[src/rtl/count_seq_pkg.sv]
// Shared definitions for the count sequencer: FSM state encoding and mode codes.
package count_seq_pkg;

  typedef enum logic [1:0] {
    ST_IDLE   = 2'b00,
    ST_RUN    = 2'b01,
    ST_PAUSED = 2'b10,
    ST_DONE   = 2'b11
  } state_e;

  localparam logic MODE_ONESHOT = 1'b0;
  localparam logic MODE_RELOAD  = 1'b1;

endpackage : count_seq_pkg

[src/rtl/count_prescaler.sv]
// Clock-enable prescaler: a small free counter that pulses tick once every
// 2^sel cycles while it is allowed to advance. clear wins over hold.
module count_prescaler #(
  parameter int PRESC_W = 3
) (
  input  logic       clk,
  input  logic       rst,
  input  logic       clear,
  input  logic       hold,
  input  logic [1:0] sel,
  output logic       tick
);

  logic [PRESC_W-1:0] cnt_q;
  logic [PRESC_W-1:0] cnt_d;
  logic [PRESC_W-1:0] last_val;

  // Last phase of the current period; sel=0 makes every cycle a tick.
  assign last_val = PRESC_W'((1 << sel) - 1);
  assign tick     = (cnt_q == last_val);

  // Next phase: clear, hold, or advance and fold back to 0 after the tick.
  always_comb begin
    // NOTE: the default assignment on entry keeps every path assigned, so no latch is inferred.
    cnt_d = cnt_q;
    if (clear) begin
      cnt_d = '0;
    end else if (!hold) begin
      cnt_d = tick ? '0 : cnt_q + 1'b1;
    end
  end

  // Phase register.
  always_ff @(posedge clk or posedge rst) begin
    if (rst) begin
      cnt_q <= '0;
    end else begin
      // NOTE: non-blocking assignment so every register samples pre-edge values.
      cnt_q <= cnt_d;
    end
  end

endmodule : count_prescaler

[src/rtl/count_sequencer.sv]
// Sequencer for a WIDTH-bit up-counter: start/pause/stop/load commands,
// programmable terminal count, one-shot or auto-reload, and a 1/2/4/8 prescaler.
module count_sequencer
  import count_seq_pkg::*;
#(
  parameter int WIDTH   = 4,
  parameter int PRESC_W = 3
) (
  input  logic             clk,
  input  logic             rst,
  input  logic             start,
  input  logic             pause,
  input  logic             stop,
  input  logic             load_en,
  input  logic [WIDTH-1:0] load_val,
  input  logic [WIDTH-1:0] term_val,
  input  logic             mode,
  input  logic [1:0]       presc_sel,
  output logic [WIDTH-1:0] count,
  output logic             busy,
  output logic             done,
  output logic             wrap,
  output logic [1:0]       state
);

  state_e           state_q;
  logic [WIDTH-1:0] count_q;
  logic [WIDTH-1:0] count_inc_d;
  logic [WIDTH-1:0] reload_q;
  logic [WIDTH-1:0] term_q;
  logic             mode_q;
  logic [1:0]       presc_q;
  logic             done_q;
  logic             wrap_q;

  logic             idle_like;
  logic             start_accept;
  logic             presc_clear;
  logic             presc_hold;
  logic             tick;

  // A new run may only be launched from IDLE or DONE; PAUSED uses start to resume.
  assign idle_like    = (state_q == ST_IDLE) || (state_q == ST_DONE);
  assign start_accept = start && idle_like;

  // The prescaler restarts its phase on a fresh run or an abort, and only
  // advances in RUN cycles that are not being paused.
  assign presc_clear = stop || start_accept;
  assign presc_hold  = (state_q != ST_RUN) || pause;

  // Plain increment; the WIDTH-bit result wraps 15 -> 0 for the default width.
  assign count_inc_d = count_q + 1'b1;

  count_prescaler #(
    .PRESC_W (PRESC_W)
  ) u_prescaler (
    .clk   (clk),
    .rst   (rst),
    .clear (presc_clear),
    .hold  (presc_hold),
    .sel   (presc_q),
    .tick  (tick)
  );

  // Control FSM together with the sampled run settings and the counter datapath.
  always_ff @(posedge clk or posedge rst) begin
    if (rst) begin
      state_q  <= ST_IDLE;
      count_q  <= '0;
      reload_q <= '0;
      term_q   <= '0;
      mode_q   <= MODE_ONESHOT;
      presc_q  <= '0;
      done_q   <= 1'b0;
      wrap_q   <= 1'b0;
    end else begin
      done_q <= 1'b0;
      wrap_q <= 1'b0;
      if (stop) begin
        // Abort wins over everything, including a coincident terminal tick.
        state_q <= ST_IDLE;
      end else begin
        unique case (state_q)
          ST_IDLE, ST_DONE: begin
            if (load_en) begin
              count_q  <= load_val;
              reload_q <= load_val;
            end
            if (start) begin
              term_q  <= term_val;
              mode_q  <= mode;
              presc_q <= presc_sel;
              state_q <= ST_RUN;
            end
          end
          ST_RUN: begin
            if (pause) begin
              state_q <= ST_PAUSED;
            end else if (tick) begin
              if (count_q == term_q) begin
                if (mode_q == MODE_ONESHOT) begin
                  state_q <= ST_DONE;
                  done_q  <= 1'b1;
                end else begin
                  count_q <= reload_q;
                  wrap_q  <= 1'b1;
                end
              end else begin
                count_q <= count_inc_d;
              end
            end
          end
          ST_PAUSED: begin
            if (start) begin
              state_q <= ST_RUN;
            end
          end
          default: state_q <= ST_IDLE;
        endcase
      end
    end
  end

  assign count = count_q;
  assign busy  = (state_q == ST_RUN) || (state_q == ST_PAUSED);
  assign done  = done_q;
  assign wrap  = wrap_q;
  assign state = state_q;

endmodule : count_sequencer

[config.mk]
export PLATFORM = sky130hd
export DESIGN_NAME = count_sequencer
export DESIGN_NICKNAME = d
export VERILOG_FILES = /design/src/rtl/count_seq_pkg.sv /design/src/rtl/count_prescaler.sv /design/src/rtl/count_sequencer.sv
export SDC_FILE = /design/constraint.sdc
export NUM_CORES = 1
export LEC_CHECK = 0
export BUFFER_PORTS_ARGS = -buffer_cell sky130_fd_sc_hd__buf_2
export CAP_MARGIN = 25
export CELL_PAD_IN_SITES_DETAIL_PLACEMENT = 0
export CELL_PAD_IN_SITES_GLOBAL_PLACEMENT = 1
export CORE_ASPECT_RATIO = 1.1
export CORE_UTILIZATION = 40
export CTS_CLUSTER_SIZE = 20
export DETAILED_ROUTE_END_ITERATION = 10
export GPL_TIMING_DRIVEN = 0
export MAX_ROUTING_LAYER = met4
export PLACE_DENSITY = 0.72
export SETUP_SLACK_MARGIN = 0.2
export SYNTH_ARGS = -nofsm -noshare
export SYNTH_HDL_FRONTEND = slang
export SYNTH_HIERARCHICAL = 1
export SYNTH_SLANG_ARGS = --single-unit
[constraint.sdc]
create_clock -name clk -period 2.33 [get_ports clk]
set_clock_uncertainty 0.05 [all_clocks]
set_input_delay 0.3495 -clock clk [delete_from_list [all_inputs] [get_ports clk]]
set_output_delay 0.3495 -clock clk [all_outputs]
set_load 0.03 [all_outputs]
; After elaboration in Yosys (flattened, before gate mapping)
; Cells that the tools add are included.
[classes]
n_eq_ne = 15
add_sub_neg = 3
n_mux = 28
reduce_logical = 13
n_shift = 1
bitwise_logic = 1
[op_table]
columns = operator, n
row1 = two-way mux 4 bit, 5
row2 = two-way mux 1 bit, 12
row3 = two-way mux 2 bit, 6
row4 = two-way mux 3 bit, 3
row5 = "inequality test 4 bit, second input constant", 2
row6 = case mux 4 bit (2 select lines), 1
row7 = "inequality test 2 bit, second input constant", 3
row8 = AND reduction 3 bit, 2
row9 = AND reduction 6 bit, 1
row10 = "adder 4 x 1 -> 4 bit, second input constant", 1
row11 = "equality test 2 bit, second input constant", 2
row12 = equality test 4 bit, 1
row13 = logical OR 1 bit, 4
row14 = "inequality test 2 x 1 -> 1 bit, second input constant", 2
row15 = "inequality test 4 x 3 -> 1 bit, second input constant", 1
row16 = case mux 2 bit (2 select lines), 1
row17 = AND reduction 4 bit, 1
row18 = "adder 3 x 1 -> 3 bit, second input constant", 1
row19 = equality test 3 bit, 1
row20 = "inequality test 3 x 1 -> 1 bit, second input constant", 1
row21 = "inequality test 3 bit, second input constant", 1
row22 = OR reduction 3 bit, 1
row23 = "left shift 1 x 2 -> 3 bit, first input constant", 1
row24 = "subtractor 3 x 2 -> 3 bit, second input constant", 1
row25 = other kinds (6), 6
[totals]
elab_cells = 70
input_bits = 17
out_inout_bits = 9
register_bits = 22

; Depth between registers and ports, before layout
[logic_depth]
word_depth = 7
depth_mapped = 8
depth_no_buf = 8

; Hierarchy
; The synthesis kept the hierarchy.
[modules_own_cells]
columns = mod, cells_each, instances, seq_area_each_um2, area_each_um2
row1 = count_sequencer, 88, 1, 475.5, 1009.7
row2 = count_prescaler, 25, 1, 75.1, 235.2

; Least setup slack after synthesis
; Ideal clock, no wire load.
[synth_timing]
path_type = flip-flop to flip-flop
from = register u_prescaler.cnt_q[0]
to = register count_q[1] (netlist: count[1])
setup_time_ns = 0.125
path_stages_with_launch = 9
path_buffers = 0
setup_slack_ns = 0.302
t_arrival_ns = 1.854
required_ns = 2.155
period_less_slack_ns = 2.028
path_cell_list = dfrtp_1 -> or2_4 -> a2111oi_4 -> or2_1 -> inv_1 -> nor2_1 -> o21ai_0 -> a21o_1 -> mux2_2
[synth_between]
elab_chain_cells = 3
[synth_rtl]
columns = element, line
row1 = "start, declared", count_prescaler.sv:14  ; logic [PRESC_W-1:0] cnt_q;
row2 = "start signal, assigned", count_prescaler.sv:39  ; cnt_q <= cnt_d;
row3 = equality test 3 bit, count_prescaler.sv:20  ; assign tick = (cnt_q == last_val);
row4 = net tick, count_sequencer.sv:40  ; logic tick;
row5 = inequality test 2 x 1 -> 1 bit (no line), -
row6 = AND reduction 6 bit (no line), -
row7 = "end signal, assigned", count_sequencer.sv:86  ; count_q <= load_val;
row8 = "end signal, assigned", count_sequencer.sv:105  ; count_q <= reload_q;
row9 = "end signal, assigned", count_sequencer.sv:109  ; count_q <= count_inc_d;
row10 = "end, declared", count_sequencer.sv:27  ; logic [WIDTH-1:0] count_q;
; The timed path passes the listed nets, and every way through them passes these cells.
; A chain may end at the register's enable or synchronous reset.

; Final worst setup path
[layout_timing]
from = register u_prescaler.cnt_q[0]
to = register state_q[0] (netlist: state[0])
[layout_between]
elab_chain_cells = 3
[layout_rtl]
columns = element, line
row1 = equality test 3 bit, count_prescaler.sv:20
row2 = net tick, count_sequencer.sv:40
row3 = inequality test 4 x 3 -> 1 bit (no line), -
row4 = AND reduction 4 bit (no line), -
row5 = "end signal, assigned", count_sequencer.sv:68  ; state_q <= ST_IDLE;
row6 = "end signal, assigned", count_sequencer.sv:81  ; state_q <= ST_IDLE;
row7 = "end signal, assigned", count_sequencer.sv:93  ; state_q <= ST_RUN;
row8 = "end, declared", count_sequencer.sv:26  ; state_e state_q;
; The timed path passes the listed nets, and every way through them passes these cells.

==> results.json <==
{
  "cp_max_fo": 3,
  "synthesis.nets": 135,
  "grt_pass1_wl_um": 3940,
  "maxCapViolations": 0,
  "grt_max_degree": 20,
  "cts_tree": "yes",
  "dominantRegCellSynth": "dfrtp_1",
  "drive_above_1_share_pct": 40.8,
  "startpoint_type": "flop",
  "wire_per_inst_um": 14.1,
  "instances_no_fill": 180,
  "yosysSeqAreaShare_pct": 44.2,
  "worst-path-buf-inv": 1,
  "finalSetupTns_ns": 0,
  "worst_pin_slew_ns": 0.752,
  "crit_path_cell_trace": "or2_4, a2111oi_4, or2_1, inv_2, o31a_2, o21bai_4, a221oi_2",
  "fmax_mhz": 488,
  "die_x_um": 55.2,
  "synthCells": 113,
  "drc": 0,
  "dpl_cell_area_um2": 1410,
  "fp.dieH_um": 60.5,
  "intPower_mw": 0.907,
  "hold_ws_ns": 0.221,
  "cts-root-buf": "clkbuf_4",
  "grtUsageTotal_pct": 17.5,
  "cts_made_buffers": 3,
  "dr.pass1.iters": 2,
  "finalHoldViolations": 0,
  "crit_required_ns": 2.50,
  "nNetsFinal": 170,
  "use_met1_pct": 21.0,
  "power_density_nw_per_um2": 949,
  "seq_power_share_pct": 41.1,
  "ys_ff_latch": 22,
  "synth-async-reset-ratio_pct": 100,
  "synth_cell_types": 29,
  "clk_pin_slew_ns": 0.12,
  "cpPeakStageDelay_ns": 0.42,
  "syn_avg_cell_area_um2": 11.0,
  "grt_pass1_vias": 891,
  "grt_most_used_layer": "met2",
  "path_class": "flop to flop",
  "place_congestion": 0.843,
  "vias": 917,
  "maxSlewViolCount": 0,
  "worst_path_max_delay_cell": "dfrtp_1",
  "io_buffers": 25,
  "ios": 26,
  "antenna_found_initial": 0,
  "swShare_pct": 37.2,
  "postRouteAntennaNets": 0,
  "end_kind": "flop",
  "grt.overflow.total": 0,
  "leakagePower_nw": 0.720,
  "dp_cells": 171,
  "min_path_type": "primary input to flop",
  "status": "complete, no violations",
  "htree_levels": 1,
  "coreArea_um2": 2850,
  "dp.final_hpwl_um": 1870,
  "slew_headroom_pct": 49.8,
  "ys.warnings.count": 6,
  "cts.sinks": 22,
  "clk_path_buf_depth": 2,
  "synth_area_um2": 1240,
  "met2_usage_pct": 29.4,
  "finalWirelength_um": 2530,
  "switching_power_mw": 0.536,
  "rsz0062_at_grt": "yes",
  "p_clk_share_pct": 14.4,
  "synth_edf_count": 0,
  "start_util_pct": 43.6,
  "viasPerCell": 5.09,
  "gr-usage-met3_pct": 2.26,
  "clock_latency_ns": 0.30,
  "ir_worst_vdd_uv": 578,
  "fin_crit_ns": 2.05,
  "rows": 20,
  "antennaDiodeCount": 0,
  "critPathArrivalTime_ns": 2.22,
  "cpLargestDelayFamily": "compound AO/OA/AOI/OAI gates",
  "fillers": 278,
  "fin_area_um2": 1520,
  "fp.dieArea_um2": 3340,
  "area_delta_synth_final_pct": 22.1,
  "first_iter_violations": 9,
  "setup_viol": 0,
  "combinationalPowerShare_pct": 44.5,
  "finalCritPeriodShare_pct": 87.9
}
[worst register-to-register path, stage by stage, from the launching register on]
cell	delay, ns
dfrtp_1	0.42
or2_4	0.25
a2111oi_4	0.30
or2_1	0.18
inv_2	0.06
o31a_2	0.31
o21bai_4	0.18
a221oi_2	0.24
[cell type report]
cell class | count | area, um2 | area share (%)
buffer | 1 | 11.3 | 0.741
clock buffer | 4 | 36.3 | 2.39
inverter | 8 | 30.0 | 1.98
multi-input combinational | 82 | 682 | 44.9
sequential | 22 | 551 | 36.2
tap | 33 | 41.3 | 2.72
timing repair buffer | 30 | 169 | 11.1
[routing by layer]
layer | vias to the layer above | share of wire, %
li1 | 464 | -
met1 | 433 | 47
met2 | 18 | 50
met3 | 2 | 3.2
met4 | 0 | 0.55
met5 | - | 0
[worst paths after layout]
check	depth (start not counted)	endpoint	slack (ns)	startpoint
max in group asynchronous	3	term_q[3]	1.09	rst
setup reg to reg	7	state[0]	0.28	u_prescaler/cnt_q[0]
min in group asynchronous	3	u_prescaler/cnt_q[0]	0.40	rst
setup / recovery	7	state[0]	0.28	u_prescaler/cnt_q[0]
hold reg to reg	1	reload_q[0]	0.47	reload_q[0]
hold / removal	2	presc_q[0]	0.22	presc_sel[0]
[kinds of logic after synthesis]
group,after synthesis,synth area share [%]
buffers and inverters,9,3.32
xor gates and xnor gates,7,4.92
and+or+nand+nor,30,12.4
muxes,19,17.1
AOI/OAI and AO/OA,21,13.1
adders and majority gates,5,5.03
DFF,22,44.2
[cells in the final DEF (no fill, tap or decap), drive strengths merged]
cell type | netlist | final
mux2 | 18 | 18
xor2 | 2 | 2
dlygate4sd3 | 0 | 1
a221oi | 1 | 1
nor2b | 1 | 1
o31ai | 2 | 2
nand2 | 6 | 6
ha | 5 | 5
nand2b | 2 | 2
or2 | 2 | 2
nand3b | 2 | 2
nand3 | 3 | 3
nor2 | 10 | 10
a2111oi | 1 | 1
o21bai | 2 | 2
mux2i | 1 | 1
a21o | 2 | 2
nand4 | 1 | 1
clkbuf | 0 | 4
o31a | 1 | 1
dfrtp | 22 | 22
o41ai | 1 | 1
buf | 1 | 30
a21oi | 4 | 4
o22a | 2 | 2
inv | 8 | 8
o21ai | 5 | 5
nor3 | 2 | 2
xnor2 | 5 | 5
nor3b | 1 | 1
[cell usage after synthesis (all sizes together), types with 3 or more instances]
cell type	count	area [um2]
a21oi	4	20.0
dfrtp	22	551
ha	5	62.6
inv	8	30.0
mux2	18	203
nand2	6	22.5
nand3	3	15.0
nor2	10	37.5
o21ai	5	25.0
xnor2	5	43.8
[sequential cells by signal, summed over array words and instances, names as in the netlist]
name and flops:
term_q 4, u_prescaler/cnt_q 3, count 4, mode_q 1
presc_q 2, state 2, reload_q 4, done 1
wrap 1
[power groups by stage]
stage	logic [mW]	registers [mW]	clock network, mW
finish	0.642	0.593	0.208
CTS	0.628	0.592	0.217
floorplan	0.399	0.655	0
global route	0.703	0.610	0.236
global placement	0.578	0.602	0
detailed placement	0.593	0.607	0
[repair_timing]
action                                 CTS  global route
endpoints found under the hold margin    3             0
hold buffers                             1             0
setup endpoints to repair                4             5
resized for setup                        2             6
buffers inserted                         4             0
pin swaps                                2             7
[through the flow]
step	util [%]	power, mW	worst slack (ns)
3_5_place_dp	49.5	1.20	0.117
3_3_place_gp	49.5	1.18	0.139
4_1_cts	52.5	1.44	0.200
5_1_grt	53.3	1.55	0.164
6_report	53.3	1.44	0.281
2_1_floorplan	-	1.05	0.302
No activity file was read; power rests on OpenSTA's default activity.
